`src/rtl/rsa_operand_fetch_ctrl_if.sv`:
```
// Operand-fetch bus: SRAM read port plus the outgoing operand word stream.
//
//   sram_en    fetch -> SRAM   read enable / address capture strobe
//   sram_addr  fetch -> SRAM   read address
//   sram_data  SRAM  -> fetch  read data, valid the cycle after sram_en
//   out_valid  fetch -> core   stream word valid
//   out_ready  core  -> fetch  core accepts when out_valid & out_ready
//   out_data   fetch -> core   stream word
//   out_sel    fetch -> core   operand tag: 0 = N, 1 = key, 2 = message
//   out_last   fetch -> core   last word of the current operand
//
// Stream handshake: a word transfers on every rising edge where out_valid and
// out_ready are both high. Once out_valid is raised, out_data/out_sel/out_last
// stay stable until the transfer happens; out_ready may change freely and has
// no effect while out_valid is low.
interface rsa_operand_fetch_ctrl_if #(
  parameter int ADDR_W = 8,
  parameter int DATA_W = 32
);
  logic              sram_en;
  logic [ADDR_W-1:0] sram_addr;
  logic [DATA_W-1:0] sram_data;
  logic              out_valid;
  logic              out_ready;
  logic [DATA_W-1:0] out_data;
  logic [1:0]        out_sel;
  logic              out_last;

  modport master (
    output sram_en, sram_addr, out_valid, out_data, out_sel, out_last,
    input  sram_data, out_ready
  );

  modport slave (
    input  sram_en, sram_addr, out_valid, out_data, out_sel, out_last,
    output sram_data, out_ready
  );
endinterface

```
`src/rtl/rsa_operand_fetch_ctrl.sv`:
```
// RSA operand fetch sequencer. Streams modulus N, then the key, then the
// message out of the operand SRAM onto a valid/ready word stream at up to one
// word per cycle. The SRAM's registered read output doubles as the stream
// register: a new address is only issued when the word on out_data is being
// accepted (or none is held), so backpressure simply freezes the SRAM output.
//
// Ports:
//   clk, rst   rising-edge clock, synchronous active-high reset
//   start      one-cycle request to begin a sequence (ignored unless idle)
//   msg_only   sampled with start: fetch the message operand only
//   bus        master side of rsa_operand_fetch_ctrl_if (SRAM + stream)
//   busy       sequence in progress (first issue through final accept)
//   done       one-cycle pulse after the final word is accepted
//   state_dbg  current FSM state encoding
module rsa_operand_fetch_ctrl #(
  parameter int OP_WORDS = 64,
  parameter int MSG_BASE = 0,
  parameter int KEY_BASE = 64,
  parameter int MOD_BASE = 128,
  parameter int ADDR_W   = 8,
  parameter int DATA_W   = 32
) (
  input  logic clk,
  input  logic rst,
  input  logic start,
  input  logic msg_only,
  rsa_operand_fetch_ctrl_if.master bus,
  output logic busy,
  output logic done,
  output logic [2:0] state_dbg
);

  localparam int WORD_W = $clog2(OP_WORDS);
  localparam logic [WORD_W-1:0] LAST_WORD = WORD_W'(OP_WORDS - 1);
  localparam logic [ADDR_W-1:0] MOD_B = ADDR_W'(MOD_BASE);
  localparam logic [ADDR_W-1:0] KEY_B = ADDR_W'(KEY_BASE);
  localparam logic [ADDR_W-1:0] MSG_B = ADDR_W'(MSG_BASE);

  typedef enum logic [2:0] {
    S_IDLE    = 3'd0,
    S_FETCH_N = 3'd1,
    S_FETCH_K = 3'd2,
    S_FETCH_M = 3'd3,
    S_DONE    = 3'd4
  } state_t;

  state_t state, state_nxt;

  // Issue pointer: operand index (0 = N, 1 = key, 2 = message, 3 = all
  // issued) and word index within that operand. It runs ahead of the
  // accepted word by at most one, independently of the FSM, so issue
  // crosses operand boundaries without a bubble.
  logic [1:0]        iss_op;
  logic [WORD_W-1:0] iss_word;
  // Tags of the word currently held on the SRAM output.
  logic [1:0]        out_op;
  logic              out_last_q;
  logic              out_valid_q;

  logic active, issue, accept, last_accept;
  logic [ADDR_W-1:0] op_base;

  assign active      = (state == S_FETCH_N) || (state == S_FETCH_K) ||
                       (state == S_FETCH_M);
  assign issue       = active && (iss_op != 2'd3) &&
                       (!out_valid_q || bus.out_ready);
  assign accept      = out_valid_q && bus.out_ready;
  assign last_accept = accept && out_last_q;

  always_comb begin
    case (iss_op)
      2'd0:    op_base = MOD_B;
      2'd1:    op_base = KEY_B;
      default: op_base = MSG_B;
    endcase
  end

  // State register.
  always_ff @(posedge clk) begin
    if (rst) state <= S_IDLE;
    else     state <= state_nxt;
  end

  // Next-state logic; operand phases advance on acceptance of their last word.
  always_comb begin
    state_nxt = state;
    case (state)
      S_IDLE:    if (start) state_nxt = msg_only ? S_FETCH_M : S_FETCH_N;
      S_FETCH_N: if (last_accept) state_nxt = S_FETCH_K;
      S_FETCH_K: if (last_accept) state_nxt = S_FETCH_M;
      S_FETCH_M: if (last_accept) state_nxt = S_DONE;
      S_DONE:    state_nxt = S_IDLE;
      default:   state_nxt = S_IDLE;
    endcase
  end

  // Output logic.
  always_comb begin
    busy          = active;
    done          = (state == S_DONE);
    bus.sram_en   = issue;
    bus.sram_addr = active ? (op_base + ADDR_W'(iss_word)) : '0;
  end

  // Issue pointer and held-word tracking.
  always_ff @(posedge clk) begin
    if (rst) begin
      iss_op      <= 2'd0;
      iss_word    <= '0;
      out_op      <= 2'd0;
      out_last_q  <= 1'b0;
      out_valid_q <= 1'b0;
    end else begin
      if (state == S_IDLE && start) begin
        iss_op   <= msg_only ? 2'd2 : 2'd0;
        iss_word <= '0;
      end else if (issue) begin
        out_op     <= iss_op;
        out_last_q <= (iss_word == LAST_WORD);
        if (iss_word == LAST_WORD) begin
          iss_word <= '0;
          iss_op   <= iss_op + 2'd1;
        end else begin
          iss_word <= iss_word + WORD_W'(1);
        end
      end
      // Data arrives the cycle after issue; it stays until accepted.
      out_valid_q <= issue || (out_valid_q && !bus.out_ready);
    end
  end

  assign bus.out_valid = out_valid_q;
  assign bus.out_data  = bus.sram_data;
  assign bus.out_sel   = out_op;
  assign bus.out_last  = out_valid_q && out_last_q;
  assign state_dbg     = state;

endmodule

```
`src/flat_wrapper.sv`:
```
// flat-port wrapper written by rule: the top's interface ports become plain ports
module rsa_operand_fetch_ctrl_flat 
#(
  parameter int OP_WORDS = 64,
  parameter int MSG_BASE = 0,
  parameter int KEY_BASE = 64,
  parameter int MOD_BASE = 128,
  parameter int ADDR_W   = 8,
  parameter int DATA_W   = 32
)
  (clk, rst, start, msg_only, busy, done, state_dbg, bus_sram_en, bus_sram_addr, bus_out_valid, bus_out_data, bus_out_sel, bus_out_last, bus_sram_data, bus_out_ready);
  rsa_operand_fetch_ctrl_if #(.ADDR_W(ADDR_W), .DATA_W(DATA_W)) bus_i ();
  input  logic clk;
  input  logic rst;
  input  logic start;
  input  logic msg_only;
  output logic busy;
  output logic done;
  output logic [2:0] state_dbg;
  output wire logic [$bits(bus_i.sram_en)-1:0] bus_sram_en;
  output wire logic [$bits(bus_i.sram_addr)-1:0] bus_sram_addr;
  output wire logic [$bits(bus_i.out_valid)-1:0] bus_out_valid;
  output wire logic [$bits(bus_i.out_data)-1:0] bus_out_data;
  output wire logic [$bits(bus_i.out_sel)-1:0] bus_out_sel;
  output wire logic [$bits(bus_i.out_last)-1:0] bus_out_last;
  input wire logic [$bits(bus_i.sram_data)-1:0] bus_sram_data;
  input wire logic [$bits(bus_i.out_ready)-1:0] bus_out_ready;
  assign bus_sram_en = bus_i.sram_en;
  assign bus_sram_addr = bus_i.sram_addr;
  assign bus_out_valid = bus_i.out_valid;
  assign bus_out_data = bus_i.out_data;
  assign bus_out_sel = bus_i.out_sel;
  assign bus_out_last = bus_i.out_last;
  assign bus_i.sram_data = bus_sram_data;
  assign bus_i.out_ready = bus_out_ready;
  rsa_operand_fetch_ctrl #(.OP_WORDS(OP_WORDS), .MSG_BASE(MSG_BASE), .KEY_BASE(KEY_BASE), .MOD_BASE(MOD_BASE), .ADDR_W(ADDR_W), .DATA_W(DATA_W)) u_core (.clk(clk), .rst(rst), .start(start), .msg_only(msg_only), .bus(bus_i), .busy(busy), .done(done), .state_dbg(state_dbg));
endmodule
```
`config.mk`:
```
export PLATFORM = sky130hd
export DESIGN_NAME = rsa_operand_fetch_ctrl_flat
export DESIGN_NICKNAME = d
export VERILOG_FILES = /design/src/rtl/rsa_operand_fetch_ctrl_if.sv /design/src/rtl/rsa_operand_fetch_ctrl.sv /design/src/flat_wrapper.sv
export SDC_FILE = /design/constraint.sdc
export NUM_CORES = 1
export LEC_CHECK = 0
export ABC_AREA = 1
export CAP_MARGIN = 0
export CORE_MARGIN = 1
export CORE_UTILIZATION = 36
export CTS_CLUSTER_DIAMETER = 30
export DETAILED_ROUTE_END_ITERATION = 10
export PLACE_DENSITY = 0.92
export SKIP_CTS_REPAIR_TIMING = 1
export SLEW_MARGIN = 20
export SYNTH_ARGS = -nofsm -noshare
export SYNTH_HDL_FRONTEND = slang
export SYNTH_SLANG_ARGS = --single-unit
```
`constraint.sdc`:
```
create_clock -name clk -period 3.6 [get_ports clk]
set_input_delay 0.72 -clock clk [delete_from_list [all_inputs] [get_ports clk]]
set_output_delay 0.72 -clock clk [all_outputs]
set_load 0.05 [all_outputs]
```
* Word-level counts from Yosys, hierarchy flattened *
Cells that the tools add are included.

operators by class
  $add $sub $neg = 3
  $mul = 0
  divide/modulo/power cells = 0
  $lt $le $gt $ge = 0
  equality and inequality tests = 11
  shifts and indexed selects = 0
  muxes and demuxes = 13
  bitwise logic cells = 1
  reductions and logical operators = 21

operators by type and width
  kind                                           number
  one-hot mux 8 bit (2 select lines)             1
  2-to-1 mux 3 bit                               4
  one-hot mux 3 bit (4 select lines)             1
  2-to-1 mux 2 bit                               5
  adder 8 x 6 -> 8 bit                           1
  2-to-1 mux 8 bit                               1
  logical AND 1 bit                              7
  adder 6 x 1 -> 6 bit, second input constant    1
  == test 3 x 2 -> 1 bit, second input constant  2
  == test 6 bit, second input constant           1
  2-to-1 mux 6 bit                               1
  != test 2 x 1 -> 1 bit, second input constant  3
  logical OR 1 bit                               4
  != test 2 bit, second input constant           2
  AND reduction 2 bit                            2
  AND reduction 4 bit                            1
  nonzero test 2 bit                             2
  == test 3 x 1 -> 1 bit, second input constant  1
  == test 3 bit, second input constant           1
  zero test 3 bit                                1
  adder 2 x 1 -> 2 bit, second input constant    1
  == test 2 x 1 -> 1 bit, second input constant  1
  zero test 1 bit                                2
  zero test 2 bit                                1
  2 further kinds                                2

word-level totals
  register bits after elaboration = 15
  latch bits = 0
  bits in writable memories = 0
  bits in read-only memories = 0
  input bits = 37
  memories kept = 0

* Longest topological paths before layout *
  depth in word-level cells = 7
  depth in mapped cells = 8
  gate-level depth less buffers = 8

* Worst setup path before layout *
OpenSTA, ideal clock, no wires.

  path type = register to output
  start point = reg u_core.state[2], in the netlist u_core.state_dbg[2]
  end point = out done
  arrival time = 2.024 ns
  data required time = 2.880 ns
  path slack = 0.856 ns
  stages on the path, launching flop included = 3
  path through = dfxtp_1 inv_2 nor3_1

between the ends
  longest elaborated chain between the ends = 1

ends and longest elaborated chain
  element                   line                           RTL
  start: declaration        rsa_operand_fetch_ctrl.sv:47   state_t state, state_nxt;
  start signal: assignment  rsa_operand_fetch_ctrl.sv:81   else state <= state_nxt;
  == test 3 bit             rsa_operand_fetch_ctrl.sv:100  done = (state == S_DONE);
  end: declaration          flat_wrapper.sv:18             output logic done;

Every way passes these cells.

* Worst setup path in the final report *
  start point = in bus_out_ready
  end point = out bus_sram_en

between the ends
  longest elaborated chain between the ends = 2

ends and longest elaborated chain
  element             line                          RTL
  start: declaration  flat_wrapper.sv:27            input wire logic [$bits(bus_i.out_ready)-1:0] bus_out_ready;
  logical OR 1 bit    rsa_operand_fetch_ctrl.sv:66  (!out_valid_q || bus.out_ready);
  logical AND 1 bit   rsa_operand_fetch_ctrl.sv:65  assign issue = active && (iss_op != 2'd3) &&
  end: declaration    flat_wrapper.sv:20            output wire logic [$bits(bus_i.sram_en)-1:0] bus_sram_en;

Every way passes these cells.

==> results.txt <==
The worst endpoint required time came out at 2.88 ns. The maximum ir drop on the vdd rail is 0.406 mV. Once detailed placement completed, the half-perimeter wirelength came to 1.56 mm.

The startpoint identified for the worst hold timing path is u_core.out_last_q$_SDFFE_PP0P_. The final reports fail on design-rule violations. The number of nets in the synthesized netlist is 194.

The area share of fa/ha/maj cells after synthesis came out at 0.0454. Counting along the longest clock path gives a buffer depth of 2. The synthesized netlist contains 26 unique library cells.

After synthesis the cells add up to between 1000 and 1500 µm². The cell sitting at the root of the clock tree is a sky130_fd_sc_hd__clkbuf_4. Of the total power, combinational logic draws 0.643. CTS saw 15 sinks. The via count of the first global-routing pass came out at ~790. The fraction of final layout cells with drive strength greater than 1 is 0.116.

The final antenna-violating net count is 0. The count of standard-cell rows came out at 19. The count of endpoints failing hold in the final timing report is 0. The later pin in the worst-skew pair is clocked with a latency of 0.29 ns. The worst setup skew after layout came out at 0.0143 ns. The register area share after synthesis is 0.272.

The switching power summed over all nets came out at between 0.5 and 0.6 mW. For this configuration, the core starts out at a cell density of 0.390. Of the total synthesized cell area, the portion taken by AND, OR, NAND and NOR gates is 0.277. The routed design could run at a clock period as short as 3.18 ns. The kind of end point of the critical path is an output port. The largest net degree at the start of global routing is 10. The xor and xnor area share after synthesis came out at 0.0159. The flow ran to the end, but the final reports show violations. Input and output buffers added on the ports amount to 22. In the routed design, unresolved DRC markers number 10. The multiplexer area fraction after synthesis is 0. For the worst setup path, the data arrival time is 2.46 ns. The aggregate global-route resource usage came out at 0.132. The number of antenna violations at the first check in global routing is 0.

Of the total power, registers draw 0.258. The number of top-level pins came out at between 80 and 90. The number of warning messages in the yosys log came out at 0. Of the total power, the share spent switching nets is 0.547.

The internal power came out at 0.441 mW. The post-CTS clock slew at the launch and capture registers of the worst setup and hold paths is 0.10 ns. Measured along the y axis, the die boundary spans 57.4 µm.

The layout-stage area growth over the synthesis result came out at 4.19%. The wire length after detailed routing came out at 2.05 mm. The reported leakage power came out at 0.483 nW. The total CTS buffers came out at 3. In this run the tightest slew margin relative to its limit is 0.666. The sum of overflow across all layers after global routing came out at 0. The die extent in x is approximately 57 µm. TritonCTS built the clock tree. The area of the core came out at 2830 µm².

After detailed routing, the number of vias per cell comes to 4.76. The combinational family with the most area after synthesis is buffers and inverters. Setup violations remaining at the end of the flow were counted as 0. At the end of routability-driven placement, the weighted congestion stood at 0.776. The number of max-slew violations in the final report is 0. The detailed-router iteration count before antenna repair came out at 8. The first-pass GRT wire length is 3.35 mm. The share of power burned in the clock network came out at 0.099. In this run the worst setup path begins at bus_out_ready. The detailed-route wire length per cell came out at 11.5 µm. The instance area after placement came out at 1120 µm².

A synthesized cell averages around 7 µm². The final setup slack of the worst path is roughly 0.42 ns. The startpoint identified for the worst register-to-register timing path is u_core.iss_word[0]$_SDFFE_PP0P_.

The worst slack after detailed placement is 0.426 ns. The final route contains between 800 and 900 vias. Power spread over the standard cell area amounts to 847 nW/µm². The complex-gate fraction of the synthesized area came out at 0.0884. Of the available clock period, the critical path in the final layout requires 0.883. The number of nets in the layout is 189. Summing all non-filler instances in the final layout gives an area of 1150 µm². The number of design-rule violations left by the first detailed-router iteration is 45. In this run, synthesis produced a sequential element count of 15. The number of H-tree levels came out at 1.

The worst setup path is of the in2out kind. The count of antenna diodes in the layout is 0. The setup total negative slack came out at 0 ns. Synthesis produced around 150 cells. At the pin with the least slew margin, the transition time is between 0.5 and 0.6 ns. The max-cap violation count came out at 0. The kind of start point of the critical path is an input port. The die area came out at 3290 µm². In this run the worst hold path is classified as reg2reg.

Setup repair after global routing left no endpoint under its margin. The largest fanout on the critical path is 9. The peak clock frequency supported by timing came out at between 0.3 and 0.4 GHz.
==> area by class of cell <==
cell class,count,area (µm²)
fill,289,1680
inverter,24,92.6
multi-input combinational,82,470
timing repair buffer,22,220
sequential,15,300
clock inverter,1,5.00
clock buffer,3,22.5
tap,31,38.8
==> flip-flops by register name, indices dropped and copies added (netlist names) <==
name and count:
u_core.state_dbg 3, u_core.bus.out_sel 2, u_core.bus.out_valid 1, u_core.iss_word 6
u_core.iss_op 2, u_core.out_last_q 1
==> Yosys cell counts, drive strengths merged <==
master	n	area [µm²]
buf	32	240
nand2	27	111
inv	24	92.6
nor2	19	97.6
dfxtp	15	300
a21oi	13	65.1
nand3	5	55.1
o21ai	5	25.0
ha	4	50.1
nand4	2	12.5
nor3	2	15.0
xor2	2	17.5
a21boi	1	7.51
nand3b	1	7.51
nor4	1	6.26
==> per-stage QoR <==
step	instances	hold slack, ns	power, mW	utilization
6_report	178	0.507	0.974	0.406
5_1_grt	178	0.528	1.04	0.406
4_1_cts	178	0.514	0.983	0.406
3_5_place_dp	174	0.498	0.880	0.397
3_3_place_gp	174	0.463	0.868	0.397
2_1_floorplan	153	0.440	0.802	-
==> per-layer routing <==
layer	part of all wire	global-route usage
met1	0.42	0.148
met2	0.48	0.223
met3	0.070	0.0454
met4	0.028	0.0662
met5	0	0
==> placed cells by master, fill, tap and decap left out <==
| cell type | synthesis | routed |
|---|---|---|
| sky130_fd_sc_hd__nand2_1 | 25 | 25 |
| sky130_fd_sc_hd__a21boi_0 | 1 | 1 |
| sky130_fd_sc_hd__nand2_2 | 1 | 1 |
| sky130_fd_sc_hd__clkbuf_4 | 0 | 3 |
| sky130_fd_sc_hd__ha_1 | 4 | 4 |
| sky130_fd_sc_hd__clkinv_2 | 0 | 1 |
| sky130_fd_sc_hd__nor3_2 | 1 | 1 |
| sky130_fd_sc_hd__nor2_1 | 16 | 16 |
| sky130_fd_sc_hd__nand3_1 | 2 | 2 |
| sky130_fd_sc_hd__nand4_1 | 2 | 2 |
| sky130_fd_sc_hd__nand3_2 | 1 | 1 |
| sky130_fd_sc_hd__nor2_8 | 1 | 1 |
| sky130_fd_sc_hd__inv_2 | 3 | 3 |
| sky130_fd_sc_hd__nor2_2 | 1 | 1 |
| sky130_fd_sc_hd__xor2_1 | 2 | 2 |
| sky130_fd_sc_hd__a21oi_1 | 13 | 13 |
| sky130_fd_sc_hd__inv_1 | 20 | 20 |
| sky130_fd_sc_hd__nand3b_1 | 1 | 1 |
| sky130_fd_sc_hd__nand2_4 | 1 | 1 |
| sky130_fd_sc_hd__nor2_4 | 1 | 1 |
| sky130_fd_sc_hd__nand3_4 | 2 | 2 |
| sky130_fd_sc_hd__clkdlybuf4s50_1 | 0 | 22 |
| sky130_fd_sc_hd__o21ai_1 | 4 | 4 |
| sky130_fd_sc_hd__nor4_1 | 1 | 1 |
| sky130_fd_sc_hd__dfxtp_1 | 15 | 15 |
| sky130_fd_sc_hd__inv_4 | 1 | 1 |
| sky130_fd_sc_hd__nor3_1 | 1 | 1 |
| sky130_fd_sc_hd__o21ai_0 | 1 | 1 |
==> final timing paths <==
check                                     to  slack [ns]  cells past startpoint
min           u_core.out_last_q$_SDFFE_PP0P_        0.51                      2
max                              bus_sram_en        0.42                      6
min reg2reg   u_core.out_last_q$_SDFFE_PP0P_        0.51                      2
max reg2reg  u_core.iss_word[5]$_SDFFE_PP0P_        2.21                      8
==> power by group through the flow <==
stage / Clock, mW / Combinational (mW) / Sequential [mW]
after global placement: 0 / 0.616 / 0.252
after floorplan: 0 / 0.463 / 0.339
after global routing: 0.107 / 0.679 / 0.256
after detailed placement: 0 / 0.626 / 0.254
final: 0.0967 / 0.626 / 0.251
after CTS: 0.101 / 0.631 / 0.251
==> cells by family (layout without fill, tap and decap cells) <==
logic type | Yosys count | in the layout
flip-flops | 15 | 15
AO/OA/AOI/OAI | 19 | 19
adder cells (fa/ha/maj) | 4 | 4
XOR/XNOR | 2 | 2
buffers and inverters | 56 | 50
AND/OR/NAND/NOR | 57 | 57
==> worst max-delay path: stages <==
cell and delay [ns]:
sky130_fd_sc_hd__clkdlybuf4s50_1 0.47, sky130_fd_sc_hd__inv_1 0.04, sky130_fd_sc_hd__nand2_1 0.15, sky130_fd_sc_hd__nand3_4 0.14, sky130_fd_sc_hd__inv_4 0.12, sky130_fd_sc_hd__clkdlybuf4s50_1 0.81
No activity file was read; power rests on OpenSTA's default activity.
